File: config.mk
export PLATFORM = sky130hd
export DESIGN_NAME = error_checking_flat
export DESIGN_NICKNAME = d
export VERILOG_FILES = /design/src/rtl/error_checking_if.sv /design/src/rtl/error_checking.sv /design/src/flat_wrapper.sv
export SDC_FILE = /design/constraint.sdc
export NUM_CORES = 1
export LEC_CHECK = 0
export CAP_MARGIN = 10
export CORE_MARGIN = 2
export CORE_UTILIZATION = 51
export DETAILED_ROUTE_END_ITERATION = 7
export GPL_ROUTABILITY_DRIVEN = 0
export PLACE_DENSITY_LB_ADDON = 0.3
export SYNTH_ARGS = -nofsm -noshare
export SYNTH_HDL_FRONTEND = slang
export SYNTH_SLANG_ARGS = --single-unit
File: constraint.sdc
create_clock -name clk -period 4.9 [get_ports clk]
set_input_delay 0.98 -clock clk [delete_from_list [all_inputs] [get_ports clk]]
set_output_delay 0.98 -clock clk [all_outputs]
set_load 0.05 [all_outputs]
File: src/rtl/error_checking_if.sv
// Receive-side checker bus: word-under-check in, error mask and counters out.
// The link side (master) drives the word and the clear; the checker (slave)
// returns the registered result.
interface error_checking_if #(
   parameter int WIDTH = 4,
   parameter int CNT_W = 8
) ();

   logic             q_valid;
   logic [WIDTH-1:0] question;
   logic             err_clr;
   logic [WIDTH-1:0] answer;
   logic             a_valid;
   logic             mismatch;
   logic [CNT_W-1:0] err_count;

   modport master (
      output q_valid,
      output question,
      output err_clr,
      input  answer,
      input  a_valid,
      input  mismatch,
      input  err_count
   );

   modport slave (
      input  q_valid,
      input  question,
      input  err_clr,
      output answer,
      output a_valid,
      output mismatch,
      output err_count
   );

endinterface

File: src/rtl/error_checking.sv
// Sequence-integrity checker for an incrementing test pattern.
// Each valid word is compared with an internal expected counter; the result
// (XOR error mask, mismatch flag, saturating error count) appears one cycle
// later, straight from flops. The expected counter advances per valid word,
// not per cycle, and optionally re-aligns to the received word on a miss.
module error_checking #(
   parameter int WIDTH  = 4,
   parameter int CNT_W  = 8,
   parameter int RESYNC = 1
) (
   input logic              clk,
   input logic              rst,
   error_checking_if.slave  bus
);

   logic [WIDTH-1:0] expected_q, expected_d;
   logic [WIDTH-1:0] answer_q,   answer_d;
   logic             a_valid_q,  a_valid_d;
   logic             mismatch_q, mismatch_d;
   logic [CNT_W-1:0] err_count_q, err_count_d;

   logic             word_miss;
   logic [CNT_W-1:0] count_base;

   // Miss is only meaningful on a valid word; gaps never count as errors.
   always_comb begin
      word_miss = bus.q_valid && (bus.question != expected_q);
   end

   // Result path and expected-counter advance.
   always_comb begin
      expected_d = expected_q;
      answer_d   = answer_q;
      a_valid_d  = 1'b0;
      mismatch_d = 1'b0;
      if (bus.q_valid) begin
         answer_d   = bus.question ^ expected_q;
         a_valid_d  = 1'b1;
         mismatch_d = word_miss;
         if (word_miss && (RESYNC != 0)) begin
            expected_d = bus.question + WIDTH'(1);
         end else begin
            expected_d = expected_q + WIDTH'(1);
         end
      end
   end

   // Error counter: clear is applied first, then a miss on the same edge is
   // counted on top of it; the count sticks at all-ones rather than wrapping.
   always_comb begin
      count_base  = bus.err_clr ? '0 : err_count_q;
      err_count_d = count_base;
      if (word_miss && (count_base != '1)) begin
         err_count_d = count_base + CNT_W'(1);
      end
   end

   // State registers with synchronous reset overriding all inputs.
   always_ff @(posedge clk) begin
      if (rst) begin
         expected_q  <= '0;
         answer_q    <= '0;
         a_valid_q   <= 1'b0;
         mismatch_q  <= 1'b0;
         err_count_q <= '0;
      end else begin
         expected_q  <= expected_d;
         answer_q    <= answer_d;
         a_valid_q   <= a_valid_d;
         mismatch_q  <= mismatch_d;
         err_count_q <= err_count_d;
      end
   end

   assign bus.answer    = answer_q;
   assign bus.a_valid   = a_valid_q;
   assign bus.mismatch  = mismatch_q;
   assign bus.err_count = err_count_q;

endmodule

File: src/flat_wrapper.sv
// flat-port wrapper written by rule: the top's interface ports become plain ports
module error_checking_flat 
#(
   parameter int WIDTH  = 4,
   parameter int CNT_W  = 8,
   parameter int RESYNC = 1
)
  (clk, rst, bus_q_valid, bus_question, bus_err_clr, bus_answer, bus_a_valid, bus_mismatch, bus_err_count);
  error_checking_if #(.WIDTH(WIDTH), .CNT_W(CNT_W)) bus_i ();
  input logic clk;
  input logic rst;
  input wire logic [$bits(bus_i.q_valid)-1:0] bus_q_valid;
  input wire logic [$bits(bus_i.question)-1:0] bus_question;
  input wire logic [$bits(bus_i.err_clr)-1:0] bus_err_clr;
  output wire logic [$bits(bus_i.answer)-1:0] bus_answer;
  output wire logic [$bits(bus_i.a_valid)-1:0] bus_a_valid;
  output wire logic [$bits(bus_i.mismatch)-1:0] bus_mismatch;
  output wire logic [$bits(bus_i.err_count)-1:0] bus_err_count;
  assign bus_i.q_valid = bus_q_valid;
  assign bus_i.question = bus_question;
  assign bus_i.err_clr = bus_err_clr;
  assign bus_answer = bus_i.answer;
  assign bus_a_valid = bus_i.a_valid;
  assign bus_mismatch = bus_i.mismatch;
  assign bus_err_count = bus_i.err_count;
  error_checking #(.WIDTH(WIDTH), .CNT_W(CNT_W), .RESYNC(RESYNC)) u_core (.clk(clk), .rst(rst), .bus(bus_i));
endmodule
==> impl_metrics.ini <==
[critical_path]
critPathKind = in2reg
critical_path.endpoint_type = flop
cp_max_fo = 12
start_kind = primary input
required_ps = 5110
path_cells = clkdlybuf4s50_1, xor2_2, o41ai_2, nor4_1, a311oi_1
slowest_stage = o41ai_2
critPathMaxStageDelay_ps = 870
cpLargestDelayFamily = compound AO/OA/AOI/OAI gates
crit_buf_inv = 1
critPathArrivalTime_ps = 2950

[synth]
synth_ff_type = dfxtp_1
synth_area_leaders = dfxtp_1 40%, mux2i_1 5.5%, nor2_1 4.1%
synth_xor_area_frac = 0.0744
syn_inst = 98
synthMuxAreaShare = 0.0675
avgSynthCellArea_um2 = 9.27
async_flop_share = 0
synth_edf_count = 0
synth.cell_area_um2 = 908
yosys_warnings = 0
syn_nets = 108
ys_types = 36
yosysTopAreaCellShare = 0.397
synth_top_area_cell = dfxtp_1
synth_top_family_by_area = simple AND/OR/NAND/NOR gates
synthTopCellsByCount = 18 x dfxtp_1, 10 x nor2_1, 7 x nand2_1, 5 x mux2i_1
yosysMostFrequentCell = dfxtp_1
synthAdderAreaFrac = 0.0275
synthSimpleGateAreaFrac = 0.222
synth_seq_cells = 18
synth-compound-area-share = 0.178
ys_seq_area_frac = 0.397

[global_route]
grt_overflow = 0
first_global_vias = 649
grt_pass1_wl_um = 2900
antenna_found_initial = 0
track_usage = 0.199
grt_max_degree = 19

[power]
vdd_ir_drop_max_uv = 213
p_leak_nw = 0.413
power_frac_seq = 0.503
p_clk_frac = 0.293
internal-power_uw = 224
powerDensity_mw_per_mm2 = 272
switching_share = 0.290
switching_power_uw = 91.2
p_comb_frac = 0.204

[sta]
worst_pin_slew_ps = 917
layout_setup_ws_ps = 2160
clock_skew_ps = 5.49
fin_crit_ps = 2740
rsz0062_at_grt = false
slew_headroom = 0.382
min_period_over_period = 0.560
hold_viol_final = 0
setup_violations = 0
final_max_slew_viol_count = 0
setup-tns-final_ps = 0
max_freq_mhz = 364

[clock_tree]
cts-resized-gates = 0
cts_tree = built
ctsRootBufferMaster = clkbuf_4
clk_latency_ps = 300
cts_setup_buffers = 0
clk_pin_slew_ps = 100
htreeDepth = 1
cts_made_buffers = 3
hold_buffers = 0
cts.sinks = 18
cts_max_path_buffers = 2

[floorplan]
initial_core_util = 0.532
top_level_ports = 22
die_w_um = 46.2
coreArea_mm2 = 0.00171
rows = 15
die_h_um = 46.2
die_area_mm2 = 0.00213

[place]
port_buffers = 21
preCtsSetupSlack_ps = 1820
place_hpwl_um = 1340
placed_area_mm2 = 0.00112

[finish]
area_growth_pct = 27.5
nNetsFinal = 129
drive_gt1_frac = 0.0678
final_area_mm2 = 0.00116
antenna_cells = 0

[detailed_routing]
via_count = 788
viasPerCell = 5.51
ant_nets = 0
drc = 0
wl_per_cell_um = 13.0
drtPass1Iterations = 4
drt_iter0_drc = 19
routed_wl_um = 1850

[worst_hold_path]
worst_hold_path_type = reg2reg

[job]
drv_cap = 0

[run_status]
outcome = finished clean
power by group through the flow:
stage,Combinational [mW],Clock [mW],Sequential (mW)
floorplan,0.0279,0,0.178
global placement,0.0633,0,0.161
detailed placement,0.0641,0,0.162
CTS,0.0646,0.0943,0.158
global route,0.0693,0.0999,0.159
finish,0.0641,0.0924,0.158
area by class of cell:
class,instances,area [um^2]
fillers,137,549
inverters,1,3.75
repair buffers,21,210
well taps,25,31.3
multi-input cells,74,517
clock buffers,4,36.3
flip-flops and latches,18,360
stage by stage:
stage	hold slack, ps	util	power (mW)	cells
finish	506	0.678	0.315	143
global route	527	0.678	0.329	143
CTS	513	0.678	0.317	143
detailed placement	489	0.657	0.226	139
global placement	481	0.657	0.225	139
floorplan	474	-	0.205	98
cell families (layout without fill, tap and decap cells):
| group | count (synthesis) | count (layout) |
|---|---|---|
| flip-flops | 18 | 18 |
| AO/OA/AOI/OAI | 22 | 22 |
| buffers and inverters | 6 | 26 |
| XOR/XNOR | 6 | 6 |
| adder cells (fa/ha/maj) | 2 | 2 |
| AND/OR/NAND/NOR | 38 | 38 |
| multiplexers | 6 | 6 |
worst paths after layout:
kind / start / endpoint / slack [ps] / depth (start not counted)
max reg2reg: u_core.expected_q[0] / u_core.bus.err_count[6] / 2960 / 4
min: u_core.bus.answer[2] / u_core.bus.answer[2] / 510 / 2
max: bus_question[0] / u_core.bus.err_count[6] / 2160 / 5
min reg2reg: u_core.bus.answer[2] / u_core.bus.answer[2] / 510 / 2
placed cells by master, fill, tap and decap left out, types with 2 or more instances in the layout:
| cell type | n |
|---|---|
| a21oi_1 | 4 |
| clkbuf_4 | 3 |
| a211oi_1 | 3 |
| xor2_1 | 3 |
| nand3_1 | 4 |
| dfxtp_1 | 18 |
| xor2_2 | 2 |
| a311oi_1 | 2 |
| or3_1 | 3 |
| a21boi_1 | 2 |
| nor2b_1 | 4 |
| ha_1 | 2 |
| nand2_1 | 7 |
| clkdlybuf4s50_1 | 21 |
| or4_1 | 3 |
| nor2_1 | 10 |
| o21ai_0 | 3 |
| nor4_1 | 2 |
| o31ai_1 | 2 |
| mux2i_1 | 5 |
state kept, by name, indices dropped and copies added, names as in the netlist:
signal                count
u_core.bus.a_valid        1
u_core.bus.answer         4
u_core.bus.err_count      8
u_core.bus.mismatch       1
u_core.expected_q         4
worst reg2reg max path: cells and delay by family (launching register included):
family | cells | cell delay, ps
AO/OA/AOI/OAI | 2 | 1180
AND/OR/NAND/NOR | 1 | 100
XOR/XNOR | 1 | 200
flip-flops | 1 | 360
metal layers:
metal	GRT usage	share of wire
met5	0	0
met4	0.137	0.029
met3	0.0392	0.052
met2	0.289	0.45
met1	0.261	0.47
(Power assumes the default switching activity.)
